===== src/rtl/pixel_packer_pkg.sv =====
// Shared constants, beat type and pixel-to-lane helper for the pixel AXI-Stream packer.
// Define PIXEL_PACKER_MSB_ALIGN_EN to left-justify each pixel in its 16-bit lane.
package pixel_packer_pkg;

  localparam int PIX_W  = 12;
  localparam int LANE_W = 16;
  localparam int BEAT_W = 64;
  localparam int KEEP_W = BEAT_W / 8;

  localparam logic [KEEP_W-1:0] KEEP_FULL = 8'hFF;
  localparam logic [KEEP_W-1:0] KEEP_HALF = 8'h0F;
  localparam logic [KEEP_W-1:0] KEEP_NONE = 8'h00;

  typedef enum logic [1:0] {
    IDLE   = 2'd0,
    ACTIVE = 2'd1,
    DRAIN  = 2'd2
  } packer_state_t;

  typedef struct packed {
    logic [BEAT_W-1:0] data;
    logic [KEEP_W-1:0] keep;
    logic              last;
  } beat_t;

  function automatic logic [LANE_W-1:0] pix_to_lane(input logic [PIX_W-1:0] pix);
`ifdef PIXEL_PACKER_MSB_ALIGN_EN
    return {pix, {(LANE_W-PIX_W){1'b0}}};
`else
    return {{(LANE_W-PIX_W){1'b0}}, pix};
`endif
  endfunction

endpackage


===== src/rtl/pixel_packer_fifo.sv =====
// First-word-fall-through beat FIFO with synchronous flush; a push into a full FIFO
// is accepted only when a pop frees a slot in the same cycle.
module pixel_packer_fifo
  import pixel_packer_pkg::*;
#(
  parameter int DEPTH = 16
) (
  input  logic  clk_i,
  input  logic  rst_ni,
  input  logic  flush_i,
  input  logic  push_i,
  input  beat_t din_i,
  input  logic  pop_i,
  output beat_t dout_o,
  output logic  full_o,
  output logic  empty_o
);

  localparam int AW = $clog2(DEPTH);
  localparam logic [AW:0] DEPTH_C = (AW+1)'(DEPTH);

  beat_t         mem_q [DEPTH];
  logic [AW-1:0] wr_ptr_q, wr_ptr_d;
  logic [AW-1:0] rd_ptr_q, rd_ptr_d;
  logic [AW:0]   count_q, count_d;
  logic          wr_en, rd_en;

  assign full_o  = (count_q == DEPTH_C);
  assign empty_o = (count_q == '0);
  assign wr_en   = push_i && (!full_o || pop_i);
  assign rd_en   = pop_i && !empty_o;

  // Head is forced to zero while empty so the stream outputs idle at all-zero.
  assign dout_o  = empty_o ? '0 : mem_q[rd_ptr_q];

  always_comb begin
    wr_ptr_d = wr_ptr_q;
    rd_ptr_d = rd_ptr_q;
    count_d  = count_q;
    if (flush_i) begin
      wr_ptr_d = '0;
      rd_ptr_d = '0;
      count_d  = '0;
    end else begin
      if (wr_en) wr_ptr_d = wr_ptr_q + 1'b1;
      if (rd_en) rd_ptr_d = rd_ptr_q + 1'b1;
      if (wr_en && !rd_en) count_d = count_q + 1'b1;
      else if (!wr_en && rd_en) count_d = count_q - 1'b1;
    end
  end

  always_ff @(posedge clk_i or negedge rst_ni) begin
    if (!rst_ni) begin
      wr_ptr_q <= '0;
      rd_ptr_q <= '0;
      count_q  <= '0;
    end else begin
      wr_ptr_q <= wr_ptr_d;
      rd_ptr_q <= rd_ptr_d;
      count_q  <= count_d;
    end
  end

  always_ff @(posedge clk_i) begin
    if (wr_en && !flush_i) mem_q[wr_ptr_q] <= din_i;
  end

endmodule


===== src/rtl/pixel_axis_packer.sv =====
// Packs Hawk (2x12-bit) or Owl (4x12-bit) pixel words into 64-bit AXI-Stream beats.
// Lane alignment is selected by PIXEL_PACKER_MSB_ALIGN_EN (see pixel_packer_pkg).
module pixel_axis_packer
  import pixel_packer_pkg::*;
#(
  parameter int FIFO_DEPTH = 16,
  parameter int CNT_W      = 32
) (
  input  logic              sys_clk,
  input  logic              sys_rst_n,
  input  logic              frame_rst,
  input  logic              data_sel,
  input  logic [47:0]       data_in,
  input  logic              data_vld,
  input  logic              data_end,
  output logic [BEAT_W-1:0] m_axis_tdata,
  output logic [KEEP_W-1:0] m_axis_tkeep,
  output logic              m_axis_tlast,
  output logic              m_axis_tvalid,
  input  logic              m_axis_tready,
  output logic [CNT_W-1:0]  xfer_cnt,
  output logic              overflow,
  output logic              busy
);

  packer_state_t       state_q, state_d;
  logic [BEAT_W-1:0]   hold_q, hold_d;
  logic                hold_vld_q, hold_vld_d;
  logic [2*LANE_W-1:0] half_q, half_d;
  logic                half_pend_q, half_pend_d;
  logic                sel_q, sel_d;
  logic                last_done_q, last_done_d;
  logic                overflow_q, overflow_d;
  logic [CNT_W-1:0]    cnt_q, cnt_d;

  beat_t               push_beat, fifo_head;
  logic                push, pop, can_push, fifo_full, fifo_empty;
  logic                beat_done;
  logic [BEAT_W-1:0]   new_beat, owl_beat;
  logic [2*LANE_W-1:0] hawk_lanes;

  assign owl_beat   = {pix_to_lane(data_in[47:36]), pix_to_lane(data_in[35:24]),
                       pix_to_lane(data_in[23:12]), pix_to_lane(data_in[11:0])};
  assign hawk_lanes = {pix_to_lane(data_in[23:12]), pix_to_lane(data_in[11:0])};

  assign pop      = m_axis_tvalid && m_axis_tready;
  assign can_push = !fifo_full || pop;

  always_comb begin
    state_d     = state_q;
    hold_d      = hold_q;
    hold_vld_d  = hold_vld_q;
    half_d      = half_q;
    half_pend_d = half_pend_q;
    sel_d       = sel_q;
    last_done_d = last_done_q;
    overflow_d  = overflow_q;
    cnt_d       = cnt_q + CNT_W'(pop);
    push        = 1'b0;
    push_beat   = '0;
    beat_done   = 1'b0;
    new_beat    = '0;

    unique case (state_q)
      ACTIVE: begin
        if (data_vld) begin
          if (sel_q) begin
            beat_done = 1'b1;
            new_beat  = owl_beat;
          end else if (half_pend_q) begin
            beat_done   = 1'b1;
            new_beat    = {hawk_lanes, half_q};
            half_pend_d = 1'b0;
          end else begin
            half_d      = hawk_lanes;
            half_pend_d = 1'b1;
          end
        end
        // The previous beat is released only once its successor exists, so the
        // final beat can still be tagged tlast when data_end arrives.
        if (beat_done) begin
          push       = hold_vld_q;
          push_beat  = '{data: hold_q, keep: KEEP_FULL, last: 1'b0};
          hold_d     = new_beat;
          hold_vld_d = 1'b1;
        end
        if (data_end) state_d = DRAIN;
      end
      DRAIN: begin
        if (hold_vld_q) begin
          push        = 1'b1;
          push_beat   = '{data: hold_q, keep: KEEP_FULL, last: !half_pend_q};
          hold_vld_d  = 1'b0;
          last_done_d = !half_pend_q && can_push;
        end else if (half_pend_q) begin
          push        = 1'b1;
          push_beat   = '{data: {{(BEAT_W-2*LANE_W){1'b0}}, half_q}, keep: KEEP_HALF, last: 1'b1};
          half_pend_d = 1'b0;
          last_done_d = can_push;
        end else if (!last_done_q && can_push) begin
          // Empty terminator: frame had no data, or its tlast beat was dropped.
          push        = 1'b1;
          push_beat   = '{data: '0, keep: KEEP_NONE, last: 1'b1};
          last_done_d = 1'b1;
        end
        if (pop && fifo_head.last) state_d = IDLE;
      end
      default: ;
    endcase

    if (push && !can_push) overflow_d = 1'b1;

    if (frame_rst) begin
      state_d     = ACTIVE;
      hold_vld_d  = 1'b0;
      half_pend_d = 1'b0;
      last_done_d = 1'b0;
      overflow_d  = 1'b0;
      cnt_d       = '0;
      sel_d       = data_sel;
      push        = 1'b0;
    end
  end

  always_ff @(posedge sys_clk or negedge sys_rst_n) begin
    if (!sys_rst_n) begin
      state_q     <= IDLE;
      hold_q      <= '0;
      hold_vld_q  <= 1'b0;
      half_q      <= '0;
      half_pend_q <= 1'b0;
      sel_q       <= 1'b0;
      last_done_q <= 1'b0;
      overflow_q  <= 1'b0;
      cnt_q       <= '0;
    end else begin
      state_q     <= state_d;
      hold_q      <= hold_d;
      hold_vld_q  <= hold_vld_d;
      half_q      <= half_d;
      half_pend_q <= half_pend_d;
      sel_q       <= sel_d;
      last_done_q <= last_done_d;
      overflow_q  <= overflow_d;
      cnt_q       <= cnt_d;
    end
  end

  pixel_packer_fifo #(
    .DEPTH(FIFO_DEPTH)
  ) u_fifo (
    .clk_i   (sys_clk),
    .rst_ni  (sys_rst_n),
    .flush_i (frame_rst),
    .push_i  (push),
    .din_i   (push_beat),
    .pop_i   (pop),
    .dout_o  (fifo_head),
    .full_o  (fifo_full),
    .empty_o (fifo_empty)
  );

  assign m_axis_tvalid = !fifo_empty;
  assign m_axis_tdata  = fifo_head.data;
  assign m_axis_tkeep  = fifo_head.keep;
  assign m_axis_tlast  = fifo_head.last;
  assign xfer_cnt      = cnt_q;
  assign overflow      = overflow_q;
  assign busy          = (state_q != IDLE);

endmodule


===== config.mk =====
export PLATFORM = sky130hd
export DESIGN_NAME = pixel_axis_packer
export DESIGN_NICKNAME = d
export VERILOG_FILES = /design/src/rtl/pixel_packer_pkg.sv /design/src/rtl/pixel_packer_fifo.sv /design/src/rtl/pixel_axis_packer.sv
export SDC_FILE = /design/constraint.sdc
export NUM_CORES = 1
export LEC_CHECK = 0
export CORE_MARGIN = 8
export CORE_UTILIZATION = 50
export DETAILED_ROUTE_END_ITERATION = 7
export GPL_TIMING_DRIVEN = 0
export MAX_ROUTING_LAYER = met4
export PLACE_DENSITY = 0.64
export SLEW_MARGIN = 25
export SYNTH_ARGS = -nofsm -noshare
export SYNTH_HDL_FRONTEND = slang
export SYNTH_SLANG_ARGS = --single-unit

===== constraint.sdc =====
create_clock -name sys_clk -period 4.1 [get_ports sys_clk]
set_clock_uncertainty 0.05 [all_clocks]
set_input_delay 0.41 -clock sys_clk [delete_from_list [all_inputs] [get_ports sys_clk]]
set_output_delay 0.41 -clock sys_clk [all_outputs]
set_load 0.01 [all_outputs]

Yosys cells after proc, flatten, opt, wreduce, memory -nomap -nowiden
Memories as Yosys holds them, arrays and structs flattened.
Index checks and enable logic that the tools add are counted.
Word-level totals
  register bits after elaboration: 140
  input port bits: 55
  output and inout bits: 108
  word-level logic and storage cells: 112
  RAM bits: 1168
  memories kept: 1
Operators by class
  bitwise operators: 2
  equality and inequality tests: 9
  multiplexer cells: 49
  reduce and logical (&&, ||, !) cells: 34
  add/sub/neg operators: 5
Memory list
  u_fifo.mem_q: words 16, bits a word 73, rd ports 1, clocked after Yosys merged registers in 0, write ports 1, RTL line pixel_packer_fifo.sv:22  | beat_t mem_q [DEPTH];
Operators by type and width (count)
  73-bit two-way mux: 3
  60-bit two-way mux: 3
  73-bit case mux with 2 select lines: 1
  37-bit two-way mux: 1
  32-bit by 1-bit adder with 32-bit output: 1
  32-bit two-way mux: 1
  1-bit two-way mux: 26
  3-bit != test, second input constant: 6
  4-bit two-way mux: 4
  5-bit two-way mux: 3
  1-bit logical AND: 10
  2-bit nonzero test: 5
  4-bit by 1-bit adder with 4-bit output, second input constant: 2
  1-bit zero test: 8
  4-bit AND reduction: 2
  2-bit two-way mux: 3
  1-bit case mux with 2 select lines: 3
  2-bit AND reduction: 3
  3-bit nonzero test: 2
  5-bit by 1-bit adder with 5-bit output, second input constant: 1
  5-bit equality test, second input constant: 1
  5-bit zero test: 1
  5-bit by 1-bit subtractor with 5-bit output, second input constant: 1
  2-bit case mux with 2 select lines: 1
  6 further kinds: 7

Logic depth before layout (Yosys ltp)
  word-level depth: 16
  gate-level depth with buffers: 12
  depth with buffers taken out: 11

By module
From an unflattened synthesis, not the netlist that was laid out.
Unflattened totals
  cell total of the unflattened synthesis: 2450
  area total of the unflattened synthesis: 50503.4 sq um
Modules (own cells, without submodules)
  pixel_packer_fifo: instances 1, seq. area each 35399.0 sq um, cells an instance 1899, area an instance 45039.4 sq um
  pixel_axis_packer: instances 1, seq. area each 2777.7 sq um, cells an instance 551, area an instance 5464.0 sq um

Worst setup path after synthesis
OpenSTA, ideal clock, no wires.
  path type: flip-flop to flip-flop
  from: register state_q[0]
  to: memory u_fifo.mem_q[0][0] in the netlist's numbering, enable pin
  arrival time: 3.018 ns
  cell stages (with the launch flop): 9
  setup slack: 0.618 ns
  path buffers: 1
  period minus slack after synthesis: 3.482 ns
  required time: 3.636 ns
  setup time: 0.414 ns
  cell sequence: dfrtp_1 > inv_1 > ha_1 > buf_2 > nand2_1 > o22a_1 > nor3_2 > nor3b_1 > and2_1
Between the ends
  longest elaborated chain between the ends: 7
  elaborated cells between the ends (all ways): 8
  those cells by class: 2 x eq/ne; 4 x mux; 2 x reduce/logical
Ends and longest elaborated chain
  from (decl): RTL line pixel_axis_packer.sv:26  | packer_state_t state_q, state_d;
  from (signal assigned): RTL line pixel_axis_packer.sv:137  | state_q <= state_d;
  2-bit equality test / 2-bit by 1-bit equality test with 1-bit output (equally long branches): RTL line pixel_axis_packer.sv:64  | unique case (state_q)
  1-bit case mux with 2 select lines (*): RTL line pixel_axis_packer.sv:64
  1-bit two-way mux (*): RTL line pixel_axis_packer.sv:113  | if (frame_rst) begin
  1-bit logical AND (*): RTL line pixel_packer_fifo.sv:30  | assign wr_en = push_i && (!full_o || pop_i);
  1-bit logical AND (*): RTL line pixel_packer_fifo.sv:65  | if (wr_en && !flush_i) mem_q[wr_ptr_q] <= din_i;
  1-bit two-way mux (*): RTL line pixel_packer_fifo.sv:65
  1-bit two-way mux (not written as such) (*): RTL line pixel_packer_fifo.sv:65
  to (decl): RTL line pixel_packer_fifo.sv:22
Mark *: on every way between the ends. The rest lies on a longest branch, timed or not.

Final worst setup path
  from: register u_fifo.rd_ptr_q[0]
  to: output m_axis_tkeep[1]
Between the ends
  longest elaborated chain between the ends: 2
Ends and longest elaborated chain
  from (decl): RTL line pixel_packer_fifo.sv:24  | logic [AW-1:0] rd_ptr_q, rd_ptr_d;
  from (signal assigned): RTL line pixel_packer_fifo.sv:59  | rd_ptr_q <= rd_ptr_d;
  memory 16 x 73 bit
  73-bit two-way mux: RTL line pixel_packer_fifo.sv:34  | assign dout_o = empty_o ? '0 : mem_q[rd_ptr_q];
  to (decl): RTL line pixel_axis_packer.sv:17  | output logic [KEEP_W-1:0] m_axis_tkeep,
Every way passes these cells.

==> results_dict.tcl <==
set metrics [dict create \
    rsz0062_at_grt "no" \
    synthCells 1862 \
    cp_slowest_stage_delay_ps 560 \
    peakVddDrop_uv 309 \
    required_ps 3640 \
    totalPowerFinal_mw 24.8 \
    hpwl_um 57500 \
    firstDrtPassIters 7 \
    drtIter0Drc 2073 \
    io-pin-count 163 \
    hp-class "in2async" \
    initial_core_util_pct 50.5 \
    via_per_inst 6.11 \
    grt_first_pass_wirelength_um 137000 \
    regToRegSetupSlack_ps 350 \
    tightest_slew_ps 969 \
    layout-drive-gt1-share_pct 24.2 \
    grt_max_degree 68 \
    yosysTopAreaCellShare_pct 65.3 \
    ys_seq_area_share_pct 73.6 \
    post-cts-setup-buffers 0 \
    fin_nets 2208 \
    dieArea_um2 84100 \
    finalCriticalPeriod_ps 4030 \
    worst-path-max-fanout 10 \
    leakagePower_nw 14.6 \
    yosysMostFrequentCell "edfxtp_1" \
    cts_inserted_buffers 92 \
    synth.area.top_cells "edfxtp_1 65%, mux4_2 15%, dfrtp_1 8.3%" \
    cts_tree "built" \
    synthArstFlopShare_pct 13.2 \
    synth_top_cell_by_area "edfxtp_1" \
    crit_slowest_cell "mux4_2" \
    synthTopCellsByCount "816 x edfxtp_1, 248 x mux4_2, 124 x dfrtp_1" \
    path_cells "buf_6, buf_12, buf_12, mux4_2, mux4_2, and2_2, buf_4, clkdlybuf4s50_1" \
    overflow 0 \
    synth_edf_count 816 \
    cellPowerDensity_nw_per_um2 565 \
    stdcell_count 3187 \
    ys_ff_latch 940 \
    die_y_um 290 \
    place.gp.congestion 0.884 \
    clk_pin_slew_worst_paths_ps 60 \
    final-setup-viol-count 0 \
    cts_root_buffer "clkbuf_16" \
    finalHoldWorstSlack_ps 229 \
    rows 100 \
    arrival_ps 3570 \
    wl_per_cell_um 29.6 \
    run_status "completed" \
    drt_wl_total_um 94200 \
    vias 19500 \
    clock_latency_ps 650 \
    worst-path-buf-inv 5 \
    grt_antenna_before_repair 5 \
    yosysUniqueCellTypes 56 \
    synthFlopType "edfxtp_1" \
    fin_util_pct 59.1 \
    crit_path_start_kind "register" \
    drv_cap 0 \
    drc_errors 0 \
    grt_use_total_pct 22.8 \
    ant_nets 0 \
    hold_viol 0 \
    fmax_ghz 0.248 \
    avgSynthCellArea_um2 20.2 \
    port_buffers 145 \
    layout_worst_path_cycle_share_pct 98.4 \
    grt_pass1_vias 20200 \
    core_area_um2 74300 \
    yosysWarnings 0 \
    maxSlewHeadroom_pct 35.4 \
    path_delay_family "buffers and inverters" \
    area_delta_synth_final_pct 17.0 \
    syn_area_um2 37500 \
    dieWidth_um 290 \
    maxSlewViolCount 0 \
    htreeDepth 3 \
    cts_buffer_depth 3 \
    dp_cells 3012 \
    clock_sinks 940 \
    crit_path_end_kind "primary output" \
    path_class "reg2out" \
]
-- state kept, by name (all words and copies together), names as in the netlist, 2 cells and up --
register / cells
xfer_cnt: 32
state_q: 2
hold_q: 48
u_fifo.mem_q: 816
u_fifo.count_q: 5
u_fifo.rd_ptr_q: 4
u_fifo.wr_ptr_q: 4
half_q: 24
-- kinds of logic after synthesis --
| kind of cell | count (synthesis) | share of synthesized area [%] |
|---|---|---|
| AO/OA/AOI/OAI | 166 | 2.95 |
| XOR/XNOR | 34 | 0.794 |
| adder cells (fa/ha/maj) | 15 | 0.520 |
| buffers and inverters | 146 | 2.09 |
| flip-flops | 940 | 73.6 |
| multiplexers | 284 | 16.2 |
| other | 1 | 0.00999 |
| AND/OR/NAND/NOR | 276 | 3.88 |
-- placed cells by master (no fill, tap or decap), drive strengths merged, types with 11 or more instances in the layout --
| master | instances |
|---|---|
| bufinv | 11 |
| xor2 | 25 |
| edfxtp | 816 |
| a21oi | 13 |
| a22o | 24 |
| inv | 17 |
| a22oi | 49 |
| nand3 | 18 |
| clkdlybuf4s50 | 144 |
| o21ai | 58 |
| ha | 14 |
| nand2 | 70 |
| conb | 16 |
| clkinv | 41 |
| mux4 | 254 |
| nand4 | 15 |
| clkbuf | 178 |
| mux2 | 27 |
| buf | 88 |
| nor2 | 43 |
| and2 | 88 |
| dfrtp | 124 |
-- final timing paths --
kind	startpoint	to	cells past startpoint
min in group sys_clk	frame_rst	sel_q$_DFFE_PN0P_	2
min reg2reg	hold_q[57]$_DFFE_PN0P_	hold_q[57]$_DFFE_PN0P_	2
max	u_fifo.rd_ptr_q[0]$_DFFE_PN0P_	m_axis_tkeep[1]	8
min	sys_rst_n	xfer_cnt[31]$_DFF_PN0_	2
max in group asynchronous	sys_rst_n	hold_q[41]$_DFFE_PN0P_	3
max reg2reg	state_q[0]$_DFFE_PN0P_	u_fifo.mem_q[0][25]$_DFFE_PP_	9
-- area by class of cell --
cell class	count	area [um^2]
well taps	969	1210
clock buffers	113	2490
plain buffers	131	831
inverters	15	56.3
fillers	5430	30400
repair buffers	167	1890
multi-input cells	791	9250
diodes	5	12.5
flip-flops and latches	940	27600
clock inverters	56	564
-- through the flow --
| step | setup TNS (ps) | instance area, um^2 | setup WS [ps] |
|---|---|---|---|
| 6_report | 0 | 43900 | 67.2 |
| 2_1_floorplan | 0 | 37600 | 618 |
| 5_1_grt | 0 | 43900 | 11.8 |
| 3_3_place_gp | -1317040 | 40200 | -2300 |
| 4_1_cts | -16.5 | 43900 | -10.2 |
| 3_5_place_dp | -973 | 40700 | -197 |
-- power breakdown --
| group | switching, mW | internal [mW] |
|---|---|---|
| Clock | 3.53 | 5.00 |
| Sequential | 0.272 | 11.0 |
| Combinational | 2.57 | 2.45 |
| Total | 6.37 | 18.5 |
-- layer usage --
metal	wire length [um]	GRT usage, %	vias up
met4	2140	6.25	0
met1	39200	30.9	10400
met2	44500	34.9	873
met3	8360	5.30	126
met5	0	-	-
li1	-	-	8116
-- repair_timing --
| item | 4_1_cts | 5_1_grt |
|---|---|---|
| hold buffers | 1 | 0 |
| endpoints found under the setup margin | 56 | 17 |
| hold endpoints to repair | 57 | 0 |
| resized for setup | 46 | 12 |
Power figures use the tool's default switching activity.
